**src/rtl/spi_tx_fifo_if.sv**
```systemverilog
// Bus bundle between the AXI write-data path (master) and the SPI transmit FIFO (slave).
// Handshake: wr_en_i/rd_en_i are single-cycle requests sampled on each rising edge; a write
// is taken when !full_o or a read is taken in the same cycle, a read is taken when !empty_o;
// a request that is not taken is dropped (never held) and raises the sticky ovf_o/udf_o.
interface spi_tx_fifo_if #(
  parameter int g_word_length = 32,
  parameter int g_depth_log2  = 4
);
  logic                     wr_en_i;
  logic [g_word_length-1:0] wr_data_i;
  logic                     full_o;
  logic                     almost_full_o;
  logic                     rd_en_i;
  logic [g_word_length-1:0] rd_data_o;
  logic                     empty_o;
  logic [g_depth_log2:0]    level_o;
  logic                     ovf_o;
  logic                     udf_o;

  modport master (
    output wr_en_i, wr_data_i, rd_en_i,
    input  full_o, almost_full_o, rd_data_o, empty_o, level_o, ovf_o, udf_o
  );

  modport slave (
    input  wr_en_i, wr_data_i, rd_en_i,
    output full_o, almost_full_o, rd_data_o, empty_o, level_o, ovf_o, udf_o
  );
endinterface

```
**src/rtl/spi_tx_fifo.sv**
```systemverilog
// First-word-fall-through word buffer feeding the SPI master transmit path, with level,
// full/almost-full/empty status and sticky overflow/underflow flags.
module spi_tx_fifo #(
  parameter int g_word_length = 32,
  parameter int g_depth_log2  = 4,
  parameter int g_afull_level = 14
) (
  input logic          clk_i,
  input logic          rst_i,
  input logic          clr_i,
  spi_tx_fifo_if.slave bus
);
  localparam logic [g_depth_log2:0]   c_depth   = {1'b1, {g_depth_log2{1'b0}}};
  localparam logic [g_depth_log2:0]   c_afull   = (g_depth_log2 + 1)'(g_afull_level);
  localparam logic [g_depth_log2-1:0] c_ptr_one = (g_depth_log2)'(1);
  localparam logic [g_depth_log2:0]   c_lvl_one = (g_depth_log2 + 1)'(1);

  logic [g_word_length-1:0] mem [1 << g_depth_log2];
  logic [g_depth_log2-1:0]  wr_ptr;
  logic [g_depth_log2-1:0]  rd_ptr;
  logic [g_depth_log2:0]    level;
  logic                     ovf;
  logic                     udf;
  logic                     empty;
  logic                     full;
  logic                     wr_acc;
  logic                     rd_acc;
  logic                     wr_rej;
  logic                     rd_rej;

  // A pop frees a slot in the same cycle, so a full FIFO still takes a concurrent write.
  always_comb begin
    empty  = (level == '0);
    full   = (level == c_depth);
    rd_acc = bus.rd_en_i & ~empty;
    wr_acc = bus.wr_en_i & (~full | rd_acc);
    wr_rej = bus.wr_en_i & ~wr_acc;
    rd_rej = bus.rd_en_i & empty;
  end

  always_ff @(posedge clk_i or negedge rst_i) begin
    if (!rst_i) begin
      wr_ptr <= '0;
      rd_ptr <= '0;
      level  <= '0;
      ovf    <= 1'b0;
      udf    <= 1'b0;
    end else if (clr_i) begin
      wr_ptr <= '0;
      rd_ptr <= '0;
      level  <= '0;
      ovf    <= 1'b0;
      udf    <= 1'b0;
    end else begin
      if (wr_acc) wr_ptr <= wr_ptr + c_ptr_one;
      if (rd_acc) rd_ptr <= rd_ptr + c_ptr_one;
      if (wr_acc && !rd_acc)      level <= level + c_lvl_one;
      else if (rd_acc && !wr_acc) level <= level - c_lvl_one;
      if (wr_rej) ovf <= 1'b1;
      if (rd_rej) udf <= 1'b1;
    end
  end

  // Storage carries no reset; an empty level already hides stale words from the output.
  always_ff @(posedge clk_i) begin
    if (!clr_i && wr_acc) mem[wr_ptr] <= bus.wr_data_i;
  end

  always_comb begin
    bus.level_o       = level;
    bus.empty_o       = empty;
    bus.full_o        = full;
    bus.almost_full_o = (level >= c_afull);
    bus.ovf_o         = ovf;
    bus.udf_o         = udf;
    bus.rd_data_o     = empty ? '0 : mem[rd_ptr];
  end
endmodule

```
**src/flat_wrapper.sv**
```systemverilog
// flat-port wrapper written by rule: the top's interface ports become plain ports
module spi_tx_fifo_flat 
#(
  parameter int g_word_length = 32,
  parameter int g_depth_log2  = 4,
  parameter int g_afull_level = 14
)
  (clk_i, rst_i, clr_i, bus_wr_en_i, bus_wr_data_i, bus_rd_en_i, bus_full_o, bus_almost_full_o, bus_rd_data_o, bus_empty_o, bus_level_o, bus_ovf_o, bus_udf_o);
  spi_tx_fifo_if #(.g_word_length(g_word_length), .g_depth_log2(g_depth_log2)) bus_i ();
  input logic clk_i;
  input logic rst_i;
  input logic clr_i;
  input wire logic [$bits(bus_i.wr_en_i)-1:0] bus_wr_en_i;
  input wire logic [$bits(bus_i.wr_data_i)-1:0] bus_wr_data_i;
  input wire logic [$bits(bus_i.rd_en_i)-1:0] bus_rd_en_i;
  output wire logic [$bits(bus_i.full_o)-1:0] bus_full_o;
  output wire logic [$bits(bus_i.almost_full_o)-1:0] bus_almost_full_o;
  output wire logic [$bits(bus_i.rd_data_o)-1:0] bus_rd_data_o;
  output wire logic [$bits(bus_i.empty_o)-1:0] bus_empty_o;
  output wire logic [$bits(bus_i.level_o)-1:0] bus_level_o;
  output wire logic [$bits(bus_i.ovf_o)-1:0] bus_ovf_o;
  output wire logic [$bits(bus_i.udf_o)-1:0] bus_udf_o;
  assign bus_i.wr_en_i = bus_wr_en_i;
  assign bus_i.wr_data_i = bus_wr_data_i;
  assign bus_i.rd_en_i = bus_rd_en_i;
  assign bus_full_o = bus_i.full_o;
  assign bus_almost_full_o = bus_i.almost_full_o;
  assign bus_rd_data_o = bus_i.rd_data_o;
  assign bus_empty_o = bus_i.empty_o;
  assign bus_level_o = bus_i.level_o;
  assign bus_ovf_o = bus_i.ovf_o;
  assign bus_udf_o = bus_i.udf_o;
  spi_tx_fifo #(.g_word_length(g_word_length), .g_depth_log2(g_depth_log2), .g_afull_level(g_afull_level)) u_core (.clk_i(clk_i), .rst_i(rst_i), .clr_i(clr_i), .bus(bus_i));
endmodule
```
**config.mk**
```make
export PLATFORM = sky130hd
export DESIGN_NAME = spi_tx_fifo_flat
export DESIGN_NICKNAME = d
export VERILOG_FILES = /design/src/rtl/spi_tx_fifo_if.sv /design/src/rtl/spi_tx_fifo.sv /design/src/flat_wrapper.sv
export SDC_FILE = /design/constraint.sdc
export NUM_CORES = 1
export LEC_CHECK = 0
export CORE_ASPECT_RATIO = 0.6
export CORE_MARGIN = 1
export CORE_UTILIZATION = 61
export DETAILED_ROUTE_END_ITERATION = 10
export PLACE_DENSITY = 0.8
export SLEW_MARGIN = 20
export SYNTH_ARGS = -nofsm -noshare
export SYNTH_HDL_FRONTEND = slang
export SYNTH_SLANG_ARGS = --single-unit
```
**constraint.sdc**
```tcl
create_clock -name clk_i -period 5.5 [get_ports clk_i]
set_input_delay 1.1 -clock clk_i [delete_from_list [all_inputs] [get_ports clk_i]]
set_output_delay 1.1 -clock clk_i [all_outputs]
set_load 0.01 [all_outputs]
```
# After elaboration in Yosys (flattened, before gate mapping)
# Memories as Yosys holds them, arrays and structs flattened.
# Cells that the tools add are included.
[classes]
n_mux = 14
reduce_logical = 12
magnitude_cmp = 1
eq_ne = 1
addsub = 4
n_bitwise = 8
[op_table]
columns = ["op", "n"]
rows = [
  ["32-bit two-way mux", 1],
  ["4-bit two-way mux", 4],
  ["5-bit two-way mux", 3],
  ["4-bit by 1-bit adder with 4-bit output, second input constant", 2],
  ["2-bit nonzero test", 4],
  ["1-bit two-way mux", 6],
  ["5-bit by 1-bit adder with 5-bit output, second input constant", 1],
  ["5-bit == test, second input constant", 1],
  ["5-bit by 4-bit greater-or-equal comparator with 1-bit output, second input constant", 1],
  ["5-bit zero test", 1],
  ["5-bit by 1-bit subtractor with 5-bit output, second input constant", 1],
  ["1-bit AND", 4],
  ["1-bit logical AND", 3],
  ["1-bit zero test", 3],
  ["1-bit inverter", 3],
  ["3-bit nonzero test", 1],
  ["1-bit bitwise OR", 1],
]
[word_totals]
regBits = 15
output_inout_bits = 42
mem_count = 1
ram_bits = 512
[memory_table]
columns = ["memory", "words", "width", "rd", "rd_ports_with_merged_regs", "wr", "line", "source"]
rows = [
  ["u_core.mem", 16, 32, 1, 0, 1, "spi_tx_fifo.sv:18", "logic [g_word_length-1:0] mem [1 << g_depth_log2];"],
]

# Depth between registers and ports, before layout
# Gate-level depths: netlist of run 1.
[logic_depth]
word_depth = 10
depth_mapped = 9

# Worst setup path after synthesis of run 1
# OpenSTA, ideal clock, no wires.
[synth_timing]
path_kind = "input port to flip-flop"
from = "input bus_rd_en_i"
to = "memory u_core.mem[11][0] (enable)"
arrival_time_ns = 3.179
setup_ns = 0.421
path_stages = 4
n_path_buf = 0
path_slack_ns = 1.900
required_ns = 5.079
cell_sequence = "inv_1 a31oi_1 nand2_1 nor2_1"
[synth_via]
elab_chain_cells = 6
[synth_lines]
columns = ["item", "line", "source"]
rows = [
  ["from (decl)", "flat_wrapper.sv:15", "input wire logic [$bits(bus_i.rd_en_i)-1:0] bus_rd_en_i;"],
  ["1-bit AND", "spi_tx_fifo.sv:35", "rd_acc = bus.rd_en_i & ~empty;"],
  ["1-bit bitwise OR", "spi_tx_fifo.sv:36", "wr_acc = bus.wr_en_i & (~full | rd_acc);"],
  ["1-bit AND", "spi_tx_fifo.sv:36", ""],
  ["1-bit logical AND", "spi_tx_fifo.sv:66", "if (!clr_i && wr_acc) mem[wr_ptr] <= bus.wr_data_i;"],
  ["1-bit two-way mux", "spi_tx_fifo.sv:66", ""],
  ["1-bit two-way mux (implied by the code)", "spi_tx_fifo.sv:66", ""],
  ["to (decl)", "spi_tx_fifo.sv:18", ""],
]
# Every way passes these cells.

# Worst setup path in the final report of run 1
[layout_timing]
from = "register u_core.level[1], in the netlist u_core.bus.level_o[1]"
to = "output bus_rd_data_o[22]"
[layout_via]
elab_chain_cells = 2
[layout_lines]
columns = ["item", "line", "source"]
rows = [
  ["from (decl)", "spi_tx_fifo.sv:21", "logic [g_depth_log2:0] level;"],
  ["from (signal assigned)", "spi_tx_fifo.sv:57", "if (wr_acc && !rd_acc) level <= level + c_lvl_one;"],
  ["from (signal assigned)", "spi_tx_fifo.sv:58", "else if (rd_acc && !wr_acc) level <= level - c_lvl_one;"],
  ["5-bit zero test", "spi_tx_fifo.sv:33", "empty = (level == '0);"],
  ["32-bit two-way mux", "spi_tx_fifo.sv:76", "bus.rd_data_o = empty ? '0 : mem[rd_ptr];"],
  ["to (decl)", "flat_wrapper.sv:18", "output wire logic [$bits(bus_i.rd_data_o)-1:0] bus_rd_data_o;"],
]
# Every way passes these cells.

==> results of run 1 <==
==> tightest hold or removal path, delay by kind of cell (launching register included) <==
kind / cells / cell delay (ns)
AND/OR/NAND/NOR: 1 / 0.08
flip-flops: 1 / 0.35
AO/OA/AOI/OAI: 1 / 0.04
==> layout make-up <==
class / count / area [µm²] / share of cell area
timing repair buffer: 103 / 1018 / 0.04305
clock buffer: 49 / 1184 / 0.05003
sequential: 527 / 15760 / 0.6662
clock inverter: 32 / 316.6 / 0.01338
tap: 450 / 563.0 / 0.02380
inverter: 6 / 22.52 / 0.0009520
multi-input combinational: 366 / 4792 / 0.2026
==> stage by stage <==
stage	worst slack [ns]	hold slack [ns]	util	cells	total power [µW]
after global placement	1.264	0.4781	0.6716	1452	7223
after CTS	0.7906	0.5243	0.7171	1533	10530
after detailed placement	1.169	0.5101	0.6716	1452	7265
final	0.8132	0.5123	0.7171	1533	10460
after floorplan	1.900	0.5264	-	962	6433
after global routing	0.6747	0.5530	0.7171	1533	10840
==> power groups by stage <==
stage | Clock, µW | Sequential, µW | Combinational [µW]
4_1_cts | 3310 | 4670 | 2540
6_report | 3270 | 4670 | 2520
5_1_grt | 3460 | 4690 | 2690
3_5_place_dp | 0 | 4760 | 2510
3_3_place_gp | 0 | 4750 | 2470
2_1_floorplan | 0 | 4610 | 1820
==> logic make-up after synthesis <==
group                      after synthesis  share of synthesized area
xor gates and xnor gates                 6                   0.002529
DFF                                    527                     0.7579
muxes                                  163                     0.1557
adders and majority gates               10                   0.006382
AOI/OAI and AO/OA                      119                    0.04305
buffers and inverters                   69                    0.01716
and+or+nand+nor                         68                    0.01728
==> synth_stat cells (2+ instances only) <==
master,count,area [µm²]
edfxtp_1,512,15370
mux4_2,128,2883
o211ai_1,88,660.6
mux2i_1,33,330.3
clkbuf_1,30,112.6
nor2_1,26,97.59
dfrtp_1,15,375.4
buf_2,14,70.07
a21oi_1,10,50.05
ha_1,9,112.6
nand2_1,9,33.78
o211ai_2,9,112.6
buf_1,7,26.28
buf_6,6,67.56
inv_1,6,22.52
nor2b_1,6,37.54
buf_4,5,37.54
nand3_1,5,25.02
o21ai_0,5,25.02
a211oi_1,3,22.52
and3_1,3,18.77
nand2b_1,3,18.77
nor3_1,3,15.01
xnor2_1,3,26.28
xor2_1,3,26.28
a31oi_1,2,12.51
mux2_2,2,22.52
nand3b_1,2,15.01
nor3b_1,2,15.01
or3b_2,2,17.52
==> registers in the layout (all words and copies together), names as in the netlist <==
signal              cells
u_core.bus.ovf_o        1
u_core.mem            512
u_core.bus.level_o      5
u_core.bus.udf_o        1
u_core.wr_ptr           4
u_core.rd_ptr           4
==> how the worst max path moves through the flow <==
stage          slack [ns]                   from  depth (start not counted)                  to
3_5_place_dp         1.17            bus_rd_en_i                          6  u_core.mem[11][26]
3_3_place_gp         1.26            bus_rd_en_i                          6  u_core.mem[11][23]
6_report             0.81  u_core.bus.level_o[1]                          5   bus_rd_data_o[22]
2_1_floorplan        1.90            bus_rd_en_i                          4   u_core.mem[11][0]
5_1_grt              0.67  u_core.bus.level_o[1]                          5   bus_rd_data_o[23]
4_1_cts              0.79  u_core.bus.level_o[1]                          5   bus_rd_data_o[26]
==> routing by layer <==
| metal | GRT usage | up-vias | part of all wire |
|---|---|---|---|
| met5 | 0 | - | 0 |
| met4 | 0.07197 | 0 | 0.021 |
| met3 | 0.04300 | 80 | 0.079 |
| met2 | 0.4074 | 578 | 0.48 |
| met1 | 0.4154 | 5474 | 0.42 |
| li1 | - | 4249 | - |
==> key figures, run 1 <==
Global route
  – Number of global-route vias before repair: 10660
  – First-pass GRT wire length: 67950 µm
  – Largest net degree at the start of global routing: 71
  – Total grt overflow: 0
  – Initial antenna violation count: 0
  – Total GRT Usage: 0.2689

Floorplan
  – DIE HEIGHT: around 140 µm
  – Ports: 79
  – Die Area: 34830 µm²
  – # rows: slightly above 50
  – CORE AREA: 32990 µm²
  – Die width: 240.3 µm
  – Starting density of the core: 0.6299

Synthesis
  – Main flop type after synthesis: edfxtp_1
  – Ys async rst share: 0.02846
  – Syn avg cell area: 21.60 µm²
  – Post-synth EDFFs: 512
  – Register bit total from synthesis: 527
  – Syn nets: 1009
  – Synthesized area: 20780 µm²
  – Post-synthesis sequential area ratio: 0.7579
  – Synth warn: 0
  – Yosys cell types: 41
  – Post-Syn Instances: approximately 960

Final layout
  – P&R area growth vs syn: 13.84%
  – Antenna cells: 0
  – Final cell area excluding filler cells: 23660 µm²
  – Fill cells: 1882
  – Ratio of cells with drive above 1 in the final layout: 0.2419
  – Most frequent cells in the layout: edfxtp_1 (512), mux4_2 (128), o211ai_1 (88)
  – Commonest non-fill, non-tap cell in the layout: edfxtp_1
  – Nets: 1096

Setup path
  – Crit path DAT: approximately 3.6 ns
  – Crit Path Category: flop to output pin
  – Crit-path slowest cell: or2_2
  – Crit path launch type: flop
  – Worst Path Buf+Inv: 1
  – Cell depth of the worst flop-to-flop path: 4
  – Critical path required time: ~4.4 ns
  – Crit path cell chain: or4_2, nor2_4, or2_2, o211ai_1, clkdlybuf4s50_1
  – Critical path's top delay family: simple AND/OR/NAND/NOR gates
  – Largest stage delay on the critical path: 0.82 ns
  – Critical Path Fanout Max: 32
  – R2R Setup Slk: about 2.2 ns
  – Crit end category: output pin
  – Reg-to-Reg End: u_core.mem[11][25]
  – R2r startpoint: u_core.bus.level_o[4]

Clocking
  – H-tree levels: 2
  – Clk slew on worst S/H paths: approximately 0.060 ns
  – CTS Buf Count: 45
  – Clock Tree Root: clkbuf_16
  – CTS sink count: 527
  – CTS Hold Bufs: 0
  – CTS max path bufs: 3
  – Setup Buffers After CTS: 0
  – Clk Latency, worst-skew pair: between 0.5 and 0.6 ns
  – CTS tree: done
  – Post-CTS sizing: 0

STA
  – Slew margin rel.: 0.2298
  – RSZ-0062 raised after global routing: false
  – Final Max Slew Viols: 0
  – Fin crit share: 0.8521
  – Post-route clock skew: 0.01240 ns
  – Slew @ Worst Pin: 1.155 ns
  – Final hold viol count: 0
  – Period minus WS final: 4.687 ns
  – Achievable Freq: 0.2134 GHz
  – Setup TNS: 0 ns
  – Setup Viol. Count Final: 0

Detailed routing
  – Via density per instance: roughly 6.8
  – Routed len/inst: 29.32 µm
  – Initial detailed-routing violation count: about 1300
  – 1st-pass router iterations: 5
  – Residual DRC count: 0
  – Total routed wirelength: 44940 µm
  – ANT nets after route: 0
  – Routed via count: 10380

Power
  – Psw: 2887 µW
  – Reg power frac: 0.446
  – Cell Pwr Density: 442.2 nW/µm²
  – Leakage power: 0.007120 µW
  – Gate power share: 0.241
  – Clock power share: 0.313
  – VDD IR max: 330.5 µV
  – Sw Ratio: 0.2760
  – P_int: 7575 µW

Min path
  – Hold Path Depth: 2
  – Hold endpoint: u_core.bus.udf_o
  – Hold Path Origin: u_core.bus.udf_o
  – Hold Crit Class: flop to flop

Placement
  – Placed Area: 22160 µm²
  – IO Port Bufs: 78
  – RePlAce Congestion: 0.7938
  – DP Wirelength: 25430 µm

Flow run
  – Max Cap Viol: 0

Outcome
  – Status: finished clean
Power figures use the tool's default switching activity.
==> run 2: changes to the inputs <==
--- a/config.mk
+++ b/config.mk
@@ -5,6 +5,7 @@
 export SDC_FILE = /design/constraint.sdc
 export NUM_CORES = 1
 export LEC_CHECK = 0
+export CAP_MARGIN = 5
 export CORE_ASPECT_RATIO = 0.6
 export CORE_MARGIN = 1
 export CORE_UTILIZATION = 61
==> results of run 2 <==
No change in the layout: final DEF, timing and power equal those of run 1.
==> run 3: changes to the inputs <==
--- a/config.mk
+++ b/config.mk
@@ -9,6 +9,7 @@
 export CORE_ASPECT_RATIO = 0.6
 export CORE_MARGIN = 1
 export CORE_UTILIZATION = 61
+export CTS_CLUSTER_SIZE = 24
 export DETAILED_ROUTE_END_ITERATION = 10
 export PLACE_DENSITY = 0.8
 export SLEW_MARGIN = 20
==> results of run 3 <==
No change in the layout: final DEF, timing and power equal those of run 1.
